**src/rtl/issue_queue.sv**
```systemverilog
// In-order multi-issue instruction queue between rename and the functional units.
// Circular buffer with explicit count; issue gated per FU class and by a single outstanding branch.
module issue_queue #(
    parameter int DEPTH     = 8,
    parameter int NR_IN     = 2,
    parameter int NR_ISSUE  = 2,
    parameter int PAYLOAD_W = 64,
    parameter int NR_FU     = 4,
    localparam int FU_W     = (NR_FU > 1) ? $clog2(NR_FU) : 1,
    localparam int PTR_W    = $clog2(DEPTH),
    localparam int CNT_W    = PTR_W + 1
) (
    input  logic                          clk_i,
    input  logic                          rst_ni,
    input  logic                          flush_i,
    input  logic [NR_IN-1:0]              in_valid_i,
    input  logic [NR_IN*PAYLOAD_W-1:0]    in_payload_i,
    input  logic [NR_IN*FU_W-1:0]         in_fu_i,
    input  logic [NR_IN-1:0]              in_ctrl_flow_i,
    output logic [NR_IN-1:0]              in_ack_o,
    output logic [NR_ISSUE-1:0]           iss_valid_o,
    output logic [NR_ISSUE*PAYLOAD_W-1:0] iss_payload_o,
    output logic [NR_ISSUE*FU_W-1:0]      iss_fu_o,
    input  logic [NR_FU-1:0]              fu_ready_i,
    input  logic                          resolve_branch_i,
    output logic                          branch_pending_o,
    output logic [CNT_W-1:0]              count_o,
    output logic                          full_o,
    output logic                          empty_o
);

    logic [PAYLOAD_W-1:0] payload_q [DEPTH];
    logic [FU_W-1:0]      fu_q      [DEPTH];
    logic                 ctrl_q    [DEPTH];

    logic [PTR_W-1:0] head_q, tail_q;
    logic [PTR_W-1:0] iss_idx [NR_ISSUE];
    logic [CNT_W-1:0] free_slots, n_acc, n_iss;
    logic [NR_FU-1:0] fu_used;
    logic             prefix_ok, chain_ok, lane_ok, cf_used;

    assign free_slots = CNT_W'(DEPTH) - count_o;
    assign full_o     = (count_o == CNT_W'(DEPTH));
    assign empty_o    = (count_o == '0);

    // Free space comes from the registered count only, so same-cycle issues never feed enqueue.
    always_comb begin
        in_ack_o  = '0;
        n_acc     = '0;
        prefix_ok = 1'b1;
        for (int k = 0; k < NR_IN; k++) begin
            prefix_ok   = prefix_ok & in_valid_i[k];
            in_ack_o[k] = prefix_ok && (free_slots > CNT_W'(k)) && !flush_i;
            n_acc       = n_acc + CNT_W'(in_ack_o[k]);
        end
    end

    always_comb begin
        iss_valid_o   = '0;
        iss_payload_o = '0;
        iss_fu_o      = '0;
        n_iss         = '0;
        fu_used       = '0;
        cf_used       = 1'b0;
        chain_ok      = !flush_i;
        lane_ok       = 1'b0;
        for (int j = 0; j < NR_ISSUE; j++) begin
            iss_idx[j] = head_q + PTR_W'(j);
            iss_payload_o[j*PAYLOAD_W +: PAYLOAD_W] = payload_q[iss_idx[j]];
            iss_fu_o[j*FU_W +: FU_W]                = fu_q[iss_idx[j]];
            lane_ok = chain_ok
                   && (count_o > CNT_W'(j))
                   && fu_ready_i[fu_q[iss_idx[j]]]
                   && !fu_used[fu_q[iss_idx[j]]]
                   && (!ctrl_q[iss_idx[j]] || (!branch_pending_o && !cf_used));
            iss_valid_o[j] = lane_ok;
            chain_ok       = lane_ok;
            if (lane_ok) begin
                fu_used[fu_q[iss_idx[j]]] = 1'b1;
                cf_used = cf_used | ctrl_q[iss_idx[j]];
                n_iss   = n_iss + CNT_W'(1);
            end
        end
    end

    // Entry storage is never reset; validity is implied by head/count.
    always_ff @(posedge clk_i) begin
        for (int k = 0; k < NR_IN; k++) begin
            if (in_ack_o[k]) begin
                payload_q[tail_q + PTR_W'(k)] <= in_payload_i[k*PAYLOAD_W +: PAYLOAD_W];
                fu_q[tail_q + PTR_W'(k)]      <= in_fu_i[k*FU_W +: FU_W];
                ctrl_q[tail_q + PTR_W'(k)]    <= in_ctrl_flow_i[k];
            end
        end
    end

    always_ff @(posedge clk_i) begin
        if (!rst_ni) begin
            head_q           <= '0;
            tail_q           <= '0;
            count_o          <= '0;
            branch_pending_o <= 1'b0;
        end else if (flush_i) begin
            head_q           <= tail_q;
            count_o          <= '0;
            branch_pending_o <= 1'b0;
        end else begin
            tail_q  <= tail_q + n_acc[PTR_W-1:0];
            head_q  <= head_q + n_iss[PTR_W-1:0];
            count_o <= count_o + n_acc - n_iss;
            // A newly issued branch wins over a coincident resolve.
            if (cf_used)
                branch_pending_o <= 1'b1;
            else if (resolve_branch_i)
                branch_pending_o <= 1'b0;
        end
    end

endmodule
```
**config.mk**
```make
export PLATFORM = sky130hd
export DESIGN_NAME = issue_queue
export DESIGN_NICKNAME = d
export VERILOG_FILES = /design/src/rtl/issue_queue.sv
export SDC_FILE = /design/constraint.sdc
export NUM_CORES = 1
export LEC_CHECK = 0
export BUFFER_PORTS_ARGS = -buffer_cell sky130_fd_sc_hd__buf_2
export CORE_ASPECT_RATIO = 0.7
export CORE_UTILIZATION = 45
export DETAILED_ROUTE_END_ITERATION = 8
export PLACE_DENSITY = 0.7
export SLEW_MARGIN = 20
export SYNTH_ARGS = -nofsm -noshare
export SYNTH_HDL_FRONTEND = slang
export SYNTH_SLANG_ARGS = --single-unit
```
**constraint.sdc**
```tcl
create_clock -name clk_i -period 17.13 [get_ports clk_i]
set_input_delay 1.713 -clock clk_i [delete_from_list [all_inputs] [get_ports clk_i]]
set_output_delay 1.713 -clock clk_i [all_outputs]
set_load 0.005 [all_outputs]
```
Word-level counts from Yosys, hierarchy flattened:

Memories as Yosys holds them, arrays and structs flattened. A register that Yosys moved wholly into a read port is not among the register bits.
Cells that the tools add are included.

* $add $sub $neg: 9
* $lt $le $gt $ge: 7
* eq/ne operators: 1
* multiplexer cells: 25
* bitwise gates (word level): 3
* reduce and logical (&&, ||, !) cells: 26

Operators by type and width (number)
* $gt A4 B1 Y1 const B: 4
* $logic_and A1 B1 Y1: 14
* $mux W1: 14
* $mux W3: 4
* $bmux W1 S2: 4
* $mux W4: 2
* $logic_not A1 Y1: 7
* $add A3 B1 Y3 const B: 2
* $lt A2 B3 Y1 const B: 2
* $add A4 B1 Y4 const B: 1
* $add A4 B2 Y4: 1
* $eq A4 B4 Y1 const B: 1
* $logic_not A4 Y1: 1
* $sub A4 B4 Y4: 1
* $sub A4 B4 Y4 const A: 1
* $add A3 B2 Y3: 1
* $add A3 B3 Y3: 1
* $add A1 B1 Y2: 1
* $demux W1 S2: 1
* $ge A2 B1 Y1 const B: 1
* $logic_or A1 B1 Y1: 2
* $reduce_bool A2 Y1: 1
* $reduce_or A2 Y1: 1
* $and A1 B1 Y1: 1
* 2 further kinds: 2

* register bits after elaboration: 11
* RAM bits: 536
* input bits: 144
* logic and storage cells: 78
* memories: 3

Memories
* payload_q: words 8, bits a word 64, rd ports 2, clocked after Yosys merged registers in 1, write ports 2, RTL line 32 `logic [PAYLOAD_W-1:0] payload_q [DEPTH];`
* fu_q: words 8, bits a word 2, rd ports 2, clocked after Yosys merged registers in 1, write ports 2, RTL line 33 `logic [FU_W-1:0] fu_q [DEPTH];`
* ctrl_q: words 8, bits a word 1, rd ports 2, clocked after Yosys merged registers in 1, write ports 2, RTL line 34 `logic ctrl_q [DEPTH];`

Logic depth before layout (Yosys ltp):

Gate-level depths: netlist (run 1).

* depth after elaboration: 15
* depth in mapped cells: 17

Worst setup path before layout (run 1):

OpenSTA, ideal clock, no wires.

* path type: in2reg
* from: input in_valid_i[0]
* to: memory ctrl_q[0] (enable)
* library setup time: 0.592 ns
* arrival time: 7.280 ns
* data required time: 16.538 ns
* slack: 9.258 ns
* stages on the path: 4
* cells stage by stage: inv_1 -> a311oi_4 -> nand2b_1 -> o31ai_1

RTL lines
* from (decl): RTL line 16 `input logic [NR_IN-1:0] in_valid_i,`
* to (decl): RTL line 34

Worst setup path after layout (run 1):

* from: register head_q[0]
* to: output iss_payload_o[107]

* word-level cells in the longest chain between the ends: 2

RTL lines
* from (decl): RTL line 36 `logic [PTR_W-1:0] head_q, tail_q;`
* from (signal assigned): RTL line 104 `head_q <= tail_q;`
* from (signal assigned): RTL line 109 `head_q <= head_q + n_iss[PTR_W-1:0];`
* $add A3 B1 Y3: RTL line 68 `iss_idx[j] = head_q + PTR_W'(j);`
* $mem_v2 Z8 W64
* to (decl): RTL line 22 `output logic [NR_ISSUE*PAYLOAD_W-1:0] iss_payload_o,`

No other way between the ends.

==> results.sh, run 1 <==
export IMPL_hold_depth=2
export IMPL_post_synth_cell_area_avg_sq_um=16.74
export IMPL_wl_per_cell_um=29.96
export IMPL_fin_nets=2298
export IMPL_p_per_area_nw_per_um2=89.31
export IMPL_cts_root_buf="clkbuf_16"
export IMPL_skew_ns=0.01727
export IMPL_r2r_start="head_q[0]"
export IMPL_synth_edf_count=536
export IMPL_post_cts_repair_setup_buffers=0
export IMPL_syn_nets=2063
export IMPL_rrSetupSlack_ns=11.86
export IMPL_max_slew_margin_pct=30.06
export IMPL_drcViolationCount=0
export IMPL_place_hpwl_mm=53.07
export IMPL_finalCritPeriodShare_pct=40.70
export IMPL_drive_above_1_share_pct=59.05
export IMPL_synth_top_flop_cell="edfxtp_1"
export IMPL_worst_pin_slew_ns=1.049
export IMPL_port_buffers=286
export IMPL_arrival_ns=5.26
export IMPL_worstReg2RegEnd="count_o[3]"
export IMPL_p_comb_share_pct=14.4
export IMPL_dieHeight_um=224.5
export IMPL_criticalPathCategory="flop to output pin"
export IMPL_htreeDepth=2
export IMPL_ys_warn_count=0
export IMPL_insertion_delay_ns=0.62
export IMPL_grt_ovfl_total=0
export IMPL_end_kind="output pin"
export IMPL_crit_path_max_incr_delay_ns=0.95
export IMPL_p_leak_uw=0.01209
export IMPL_clock_sinks=547
export IMPL_path_cells="buf_4, buf_4, buf_4, mux4_2, nand2_1, nand2_1, buf_2"
export IMPL_peakVddDrop_mv=0.08315
export IMPL_std_cell_rows=81
export IMPL_critPathBufInv=4
export IMPL_crit_family="buffers and inverters"
export IMPL_cp_startpoint="head_q[0]"
export IMPL_netlist_instances=1902
export IMPL_place_gp_congestion=0.8218
export IMPL_postCtsResizedCells=0
export IMPL_hp_class="flop to flop"
export IMPL_multiInputGateArea_sq_um=14910
export IMPL_outcome="completed"
export IMPL_antenna_found_initial=17
export IMPL_synth_distinct_cells=43
export IMPL_crit_cells=7
export IMPL_cpMostUsedCell="buf_4"
export IMPL_drt_iter0_drc=2194
export IMPL_die_area_sq_um=71820
export IMPL_grt_start_max_net_pins=69
export IMPL_drv_slew=0
export IMPL_setup_viol=0
export IMPL_grt_pass1_vias=20300
export IMPL_worst_setup_path_start_kind="flop"
export IMPL_min_period_ns=6.972
export IMPL_reg2regPathDepth=14
export IMPL_power_share_switching_pct=24.52
export IMPL_ioPinCount=287
export IMPL_p_switching_uw=786.7
export IMPL_path_clk_slew_ns=0.06
export IMPL_crit_fanout=64
export IMPL_vias=19770
export IMPL_synth_seq_cells=547
export IMPL_drt_first_pass_iters=5
export IMPL_power_internal_uw=2422
export IMPL_synthesis_area_sq_um=31830
export IMPL_grt_use_total_pct=25.55
export IMPL_finalHoldViolCount=0
export IMPL_vias_per_cell=6.370
export IMPL_cap_viol_max_count=0
export IMPL_tritoncts="yes"
export IMPL_ant_nets=0
export IMPL_regArea_sq_um=16330
export IMPL_start_util_pct=45.52
export IMPL_clkPwrFrac_pct=37.9
export IMPL_cp_data_required_time_ns=15.42
export IMPL_critPathCapture="iss_payload_o[107]"
export IMPL_stdcell_count=3104
export IMPL_fillers=5709
export IMPL_fmax_mhz=143.4
export IMPL_slowest_stage="buf_4"
export IMPL_hold_buffers=0
export IMPL_cts_max_path_buffers=3
export IMPL_fp_dieW_um=319.9
export IMPL_grt_pass1_wl_mm=135.3
export IMPL_core_area_sq_um=69930
export IMPL_p_seq_share_pct=47.7
export IMPL_numCtsBuffers=56
export IMPL_ys_seq_area_share_pct=51.26
export IMPL_area_growth_pct=12.87
export IMPL_dp_cells=2992
export IMPL_fin_setup_tns_ns=0
export IMPL_wl_mm=92.98
export IMPL_grt_setup_unrepaired="false"
export IMPL_synthArstFlopShare_pct=0
[cells in the final DEF (no fill, tap or decap), types with 5 or more instances in the layout]
cell type	n
buf_4	35
mux2_4	38
nand2_1	203
o21ai_0	6
bufinv_16	5
dfxtp_1	8
inv_1	17
nor3_1	5
ha_1	12
a21boi_0	6
nor2_1	11
mux2i_1	15
edfxtp_1	536
clkinv_2	15
clkbuf_16	57
buf_2	286
mux2_2	560
clkinv_1	15
diode_2	8
mux4_2	265
clkbuf_1	10
nor3b_1	5
and2_1	6
mux2_1	5
nand2b_1	8
[registers in the layout (all words and copies together) (netlist names)]
signal / flops
head_q: 3
branch_pending_o: 1
fu_q: 16
ctrl_q: 8
payload_q: 512
count_o: 4
tail_q: 3
[metrics by stage]
stage	instance area [sq um]	setup slack [ns]	util, %	power [uW]	hold WS [ns]
floorplan	31830	9.258	-	1847	0.5653
global placement	34140	10.85	48.82	2008	0.6605
detailed placement	34140	10.73	48.82	2020	0.6699
CTS	35900	10.07	51.34	3227	0.6860
global route	35920	9.805	51.37	3310	0.7355
finish	35930	10.16	51.38	3209	0.6916
[kinds of logic after synthesis]
family | after synthesis | synth area share [%]
fa+ha+maj | 17 | 0.7626
simple gates | 254 | 3.455
mux | 883 | 41.00
compound gates | 31 | 0.7508
flops | 547 | 51.26
xor+xnor | 8 | 0.2437
buf+inv | 162 | 2.528
[power by group through the flow]
stage               Clock [uW]  Combinational [uW]  Sequential [uW]
finish                    1220                 462             1530
detailed placement           0                 463             1560
floorplan                    0                 297             1550
global route              1280                 497             1530
global placement             0                 454             1550
CTS                       1230                 466             1530
[worst min path at each step]
| stage | startpoint | end | slack (ns) |
|---|---|---|---|
| 6_report | count_o[0] | count_o[0] | 0.69 |
| 5_1_grt | tail_q[2] | tail_q[2] | 0.74 |
| 4_1_cts | count_o[0] | count_o[0] | 0.69 |
| 3_5_place_dp | count_o[0] | count_o[0] | 0.67 |
| 3_3_place_gp | tail_q[2] | tail_q[2] | 0.66 |
| 2_1_floorplan | tail_q[1] | head_q[1] | 0.57 |
[synthesized netlist by cell type (3+ instances only)]
cell / count / area share, %
o21ai_0: 8 / 0.13
buf_1: 19 / 0.22
nor2_1: 11 / 0.13
mux2_2: 560 / 20
nand2_1: 205 / 2.4
mux2i_1: 15 / 0.47
a21oi_1: 3 / 0.047
o21bai_1: 4 / 0.094
ha_1: 13 / 0.51
dfxtp_1: 11 / 0.69
buf_2: 58 / 0.91
a21boi_0: 6 / 0.14
xor2_1: 3 / 0.083
nor3b_1: 5 / 0.12
edfxtp_1: 536 / 51
xnor2_1: 4 / 0.11
clkbuf_1: 47 / 0.55
o31ai_1: 3 / 0.071
inv_1: 17 / 0.20
fa_1: 4 / 0.25
buf_6: 12 / 0.42
mux4_2: 265 / 19
and2_1: 6 / 0.12
mux2_4: 38 / 1.8
nand2b_1: 8 / 0.16
nor3_1: 5 / 0.079
buf_4: 9 / 0.21
mux2_1: 5 / 0.18
[per-layer routing]
layer / track usage [%] / vias to the layer above / routed length [um]
met1: 35.31 / 10410 / 38210
met4: 6.374 / 14 / 1829
li1: - / 8209 / -
met3: 5.997 / 133 / 8397
met5: 0 / - / 82
met2: 40.89 / 1001 / 44460
[tightest hold or removal path: stages (launching register included)]
cell	delay, ns
dfxtp_1	0.41
ha_1	0.15
and2_1	0.10
[area by class of cell]
type | instances | share of cell area (%)
sequential | 547 | 45.44
multi-input combinational | 1193 | 41.49
timing repair buffer | 322 | 4.747
clock buffer | 67 | 4.075
tap | 913 | 3.180
clock inverter | 37 | 0.8323
inverter | 17 | 0.1776
antenna | 8 | 0.05572
Note: power is estimated with default switching activity, not from simulation.
==> run 2, diff against run 1 <==
Clock period 17.13 ns to 6.6 ns, I/O delays scaled along.
==> results.sh, run 2 (synthesized netlist as in run 1, its figures left out) <==
export IMPL_wl_per_cell_um=28.57
export IMPL_vias=19330
export IMPL_skew_ns=0.01808
export IMPL_grt_ovfl_total=0
export IMPL_p_comb_share_pct=14.5
export IMPL_setup_viol=0
export IMPL_vias_per_cell=6.230
export IMPL_fin_nets=2295
export IMPL_path_clk_slew_ns=0.06
export IMPL_crit_fanout=126
export IMPL_insertion_delay_ns=0.62
export IMPL_ant_nets=0
export IMPL_clock_sinks=547
export IMPL_post_cts_repair_setup_buffers=0
export IMPL_wl_met2_mm=43.57
export IMPL_final_cell_mix="mux2_2, edfxtp_1, buf_2, mux4_2, nand2_1"
export IMPL_p_leak_uw=0.01205
export IMPL_final_common_cell="mux2_2"
export IMPL_criticalPathCategory="flop to output pin"
export IMPL_min_period_ns=4.827
export IMPL_crit_path_max_incr_delay_ns=0.92
export IMPL_fmax_mhz=207.2
export IMPL_ioPinCount=287
export IMPL_max_slew_margin_pct=26.72
export IMPL_place_hpwl_mm=50.32
export IMPL_top_regs="payload_q x512, fu_q x16, ctrl_q x8"
export IMPL_start_util_pct=45.52
export IMPL_cts_root_buf="clkbuf_16"
export IMPL_fin_util_pct=51.34
export IMPL_cpMostUsedCell="nand2_1"
export IMPL_dp_cells=2990
export IMPL_peakVddDrop_mv=0.2146
export IMPL_wl_met1_mm=35.22
export IMPL_fin_area_sq_um=35900
export IMPL_end_kind="output pin"
export IMPL_path_cells="buf_4, buf_12, mux4_2, nand2_1, nand2_1, buf_2"
export IMPL_grt_start_max_net_pins=127
export IMPL_highest_layer="met5"
export IMPL_finalPower_uw=8203
export IMPL_std_cell_rows=81
export IMPL_area_growth_pct=12.79
export IMPL_place_gp_congestion=0.8225
export IMPL_grt_pass1_vias=20480
export IMPL_htreeDepth=2
export IMPL_hp_class="input port to flop"
export IMPL_fillers=5727
export IMPL_fp_dieW_um=319.9
export IMPL_postCtsResizedCells=0
export IMPL_arrival_ns=4.17
export IMPL_port_buffers=286
export IMPL_worst_setup_path_start_kind="flop"
export IMPL_stdcell_count=3103
export IMPL_drive_above_1_share_pct=58.82
export IMPL_largest_reg_flops=512
export IMPL_dieHeight_um=224.5
export IMPL_antenna_found_initial=22
export IMPL_placed_area_sq_um=34180
export IMPL_grt_setup_unrepaired="false"
export IMPL_drv_slew=0
export IMPL_power_internal_uw=6187
export IMPL_wl_met3_mm=7.215
export IMPL_drcViolationCount=0
export IMPL_drt_iter0_drc=1669
export IMPL_grt_pass1_wl_mm=130.7
export IMPL_hold_ws_ns=0.3418
export IMPL_p_per_area_nw_per_um2=228.5
export IMPL_finalCritPeriodShare_pct=73.13
export IMPL_outcome="completed"
export IMPL_cap_viol_max_count=0
export IMPL_clkPwrFrac_pct=37.1
export IMPL_die_area_sq_um=71820
export IMPL_slowest_stage="dfxtp_4"
export IMPL_cts_max_path_buffers=3
export IMPL_grt_use_total_pct=24.59
export IMPL_power_share_switching_pct=24.58
export IMPL_finalHoldViolCount=0
export IMPL_drt_first_pass_iters=6
export IMPL_wl_mm=88.67
export IMPL_p_seq_share_pct=48.4
export IMPL_numCtsBuffers=55
export IMPL_worst_pin_slew_ns=1.099
export IMPL_top_register="payload_q"
export IMPL_core_area_sq_um=69930
export IMPL_p_switching_uw=2016
export IMPL_hold_buffers=0
export IMPL_tritoncts="yes"
export IMPL_cp_data_required_time_ns=5.94
-- run 2: changes by cell type in the layout (fill, tap and decap cells not counted), sizes merged --
cell      previous run  this run
diode                8        12
bufinv               5         3
clkbuf              67        69
clkinv              30        26
clkinvlp             0         1
buf                322       320
-- run 2: metal layers --
layer | vias up | GRT usage [%]
met2 | 820 | 41.32
met1 | 10120 | 31.66
met3 | 174 | 5.601
li1 | 8193 | -
met4 | 22 | 7.980
met5 | - | 0
-- run 2: power by group through the flow --
stage / clock network (uW) / registers [uW] / logic (uW)
finish: 3040 / 3970 / 1190
floorplan: 0 / 4020 / 772
global placement: 0 / 4040 / 1170
detailed placement: 0 / 4040 / 1190
CTS: 3080 / 3970 / 1200
global route: 3210 / 3980 / 1290
-- run 2: critical path: cells and delay by family (launching register included) --
family	cells	cell delay [ns]
buffers and inverters	3	1.57
DFF	1	0.92
muxes	1	0.59
and+or+nand+nor	2	0.25
-- run 2: metrics by stage --
step,TNS [ns],setup WS [ns]
6_report,0,1.773
5_1_grt,0,1.474
4_1_cts,0,1.718
3_5_place_dp,0,1.934
3_3_place_gp,0,1.979
2_1_floorplan,-0.5112,-0.007629
-- run 2: path summary, 6_finish.rpt --
path	start	slack, ns	depth (start not counted)	end
min reg2reg	count_o[0]	0.69	2	count_o[0]
max	head_q[0]	1.77	6	iss_payload_o[107]
max reg2reg	head_q[0]	1.94	16	count_o[3]
min	rst_ni	0.34	2	head_q[2]
-- run 2: layout make-up --
class                   instances  area (sq um)  share of cell area (%)
clock inverters                32         241.5                  0.6726
clock buffers                  69          1450                   4.039
diodes                         12         30.03                 0.08364
inverters                      17         63.81                  0.1777
flip-flops and latches        547         16330                   45.48
well taps                     913          1142                   3.182
repair buffers                320          1749                   4.872
multi-input cells            1193         14900                   41.49
==> run 3, diff against run 2 <==
Settings changed: ABC_AREA set to 1.
Clock period 6.6 ns to 4.9 ns, I/O delays scaled along.
==> results.sh, run 3 <==
export IMPL_worst_setup_path_start_kind="flop"
export IMPL_drv_slew=0
export IMPL_cts_root_buf="clkbuf_16"
export IMPL_grt_pass1_vias=25930
export IMPL_hold_buffers=0
export IMPL_max_slew_margin_pct=26.87
export IMPL_worst_pin_slew_ns=1.097
export IMPL_drcViolationCount=0
export IMPL_cp_data_required_time_ns=4.41
export IMPL_drive_above_1_share_pct=10.92
export IMPL_ys_seq_area_share_pct=50.09
export IMPL_setup_viol=0
export IMPL_arrival_ns=4.04
export IMPL_synthTopCellsByArea="edfxtp_1, o21ai_0, nand2_1, o21ai_1, a21oi_1"
export IMPL_cap_viol_max_count=0
export IMPL_port_buffers=286
export IMPL_synth_cells_most_frequent="nand2_1, o21ai_0, edfxtp_1"
export IMPL_numCtsBuffers=56
export IMPL_grt_use_total_pct=27.47
export IMPL_crit_fanout=100
export IMPL_netlist_instances=3997
export IMPL_yosysMostFrequentCell="nand2_1"
export IMPL_post_synth_cell_area_avg_sq_um=8.149
export IMPL_synth_top_flop_cell="edfxtp_1"
export IMPL_dieHeight_um=227.1
export IMPL_drt_iter0_drc=3741
export IMPL_insertion_delay_ns=0.64
export IMPL_synth_edf_count=536
export IMPL_end_kind="output pin"
export IMPL_wl_met2_mm=45.95
export IMPL_hold_ws_ns=0.1481
export IMPL_final_cell_mix="nand2_1, o21ai_0, edfxtp_1, o21ai_1, a21oi_1"
export IMPL_fmax_mhz=220.6
export IMPL_final_common_cell="nand2_1"
export IMPL_p_per_area_nw_per_um2=330.3
export IMPL_fillers=6724
export IMPL_ant_nets=0
export IMPL_finalHoldViolCount=0
export IMPL_synth_top_area_share_pct=49.42
export IMPL_grt_pass1_wl_mm=154.7
export IMPL_place_gp_congestion=0.8313
export IMPL_synth_distinct_cells=35
export IMPL_top_register="payload_q"
export IMPL_wl_mm=103.4
export IMPL_wl_met3_mm=11.45
export IMPL_skew_ns=0.02409
export IMPL_hp_class="input port to flop"
export IMPL_grt_start_max_net_pins=230
export IMPL_crit_path_max_incr_delay_ns=0.85
export IMPL_path_cells="inv_8, buf_4, buf_4, o21ai_0, nand2_1, nor2_1, a31oi_1, buf_2"
export IMPL_cts_max_path_buffers=3
export IMPL_synthArstFlopShare_pct=0
export IMPL_top_regs="payload_q x512, fu_q x16, ctrl_q x8"
export IMPL_criticalPathCategory="flop to output pin"
export IMPL_die_area_sq_um=73480
export IMPL_peakVddDrop_mv=0.2642
export IMPL_highest_layer="met5"
export IMPL_largest_reg_flops=512
export IMPL_post_cts_repair_setup_buffers=0
export IMPL_fp_dieW_um=323.6
export IMPL_place_hpwl_mm=57.92
export IMPL_vias=28950
export IMPL_clock_sinks=547
export IMPL_p_leak_uw=0.01410
export IMPL_fin_setup_tns_ns=0
export IMPL_slowest_stage="buf_4"
export IMPL_ioPinCount=287
export IMPL_tritoncts="yes"
export IMPL_core_area_sq_um=71610
export IMPL_area_growth_pct=9.611
export IMPL_cpMostUsedCell="buf_4"
export IMPL_syn_nets=4158
export IMPL_grt_setup_unrepaired="false"
export IMPL_synth_seq_cells=547
export IMPL_wl_met1_mm=43.82
export IMPL_finalCritPeriodShare_pct=92.52
export IMPL_ys_warn_count=0
export IMPL_vias_per_cell=5.772
export IMPL_grt_ovfl_total=0
export IMPL_yosysTopAreaCell="edfxtp_1"
export IMPL_fin_nets=4162
export IMPL_wl_per_cell_um=20.60
export IMPL_start_util_pct=45.48
export IMPL_htreeDepth=2
export IMPL_antenna_found_initial=7
export IMPL_std_cell_rows=82
export IMPL_synthesis_area_sq_um=32570
export IMPL_postCtsResizedCells=0
export IMPL_min_period_ns=4.533
export IMPL_outcome="completed"
export IMPL_drt_first_pass_iters=6
export IMPL_path_clk_slew_ns=0.06
## run 3: cell types whose count changed after synthesis, sizes merged, moves of 36 or more
cell and delta:
mux2 -603, a21oi +324, clkbuf +157, nand3 +36, a31oi +130, nand2 +603, mux4 -265, o21ai +1057
buf +87, nor2 +265, o211ai +68, inv +289
## run 3: stage by stage
stage	total power (uW)	cell area (sq um)	instances	utilization (%)	worst slack (ns)
after floorplan	6813	32570	3997	-	-1.450
after detailed placement	7533	33900	4909	47.34	0.5293
final	11790	35700	5016	49.85	0.3667
after CTS	11800	35690	5012	49.83	0.4188
after global routing	12240	35700	5014	49.85	0.1451
after global placement	7489	33900	4909	47.34	0.6458
## run 3: power by group
group	switching (uW)	total [uW]	internal (uW)
Combinational	1420	2130	704
Sequential	54.0	5340	5280
Clock	1900	4330	2430
## run 3: cell families (layout without fill, tap and decap cells)
kind of cell,count (synthesis),after routing,synth area share [%]
xor gates and xnor gates,4,4,0.1652
AOI/OAI and AO/OA,1598,1598,25.71
other,0,4,0
buffers and inverters,698,747,9.627
and+or+nand+nor,1133,1133,13.66
DFF,547,547,50.09
adders and majority gates,17,17,0.7453
## run 3: final cells by class
cell class	instances	area (sq um)	share of cell area, %
well taps	966	1209	3.385
repair buffers	335	1966	5.506
inverters	309	1176	3.294
clock buffers	66	1460	4.090
flip-flops and latches	547	16330	45.73
clock inverters	37	324.1	0.9077
multi-input cells	2752	13230	37.06
diodes	4	10.01	0.02804
## run 3: final timing paths
path | slack [ns] | end | from | cells past startpoint
worst min register to register | 0.63 | tail_q[1] | tail_q[1] | 2
worst max register to register | 0.48 | count_o[3] | head_q[0] | 16
worst max-delay path | 0.37 | iss_payload_o[119] | head_q[0] | 8
worst min-delay path | 0.15 | branch_pending_o | resolve_branch_i | 4
## run 3: worst max-delay path: cells and delay by family (launching register included)
| family | cells | cell delay [ns] |
|---|---|---|
| flops | 1 | 0.47 |
| compound gates | 2 | 0.65 |
| buf+inv | 4 | 2.11 |
| simple gates | 2 | 0.16 |
## run 3: per-layer routing
metal  track usage, %  vias to the layer above
met4            7.152                        6
met3            5.382                      159
li1                 -                    13860
met2            42.79                     1617
met1            39.16                    13310
met5                0                        -
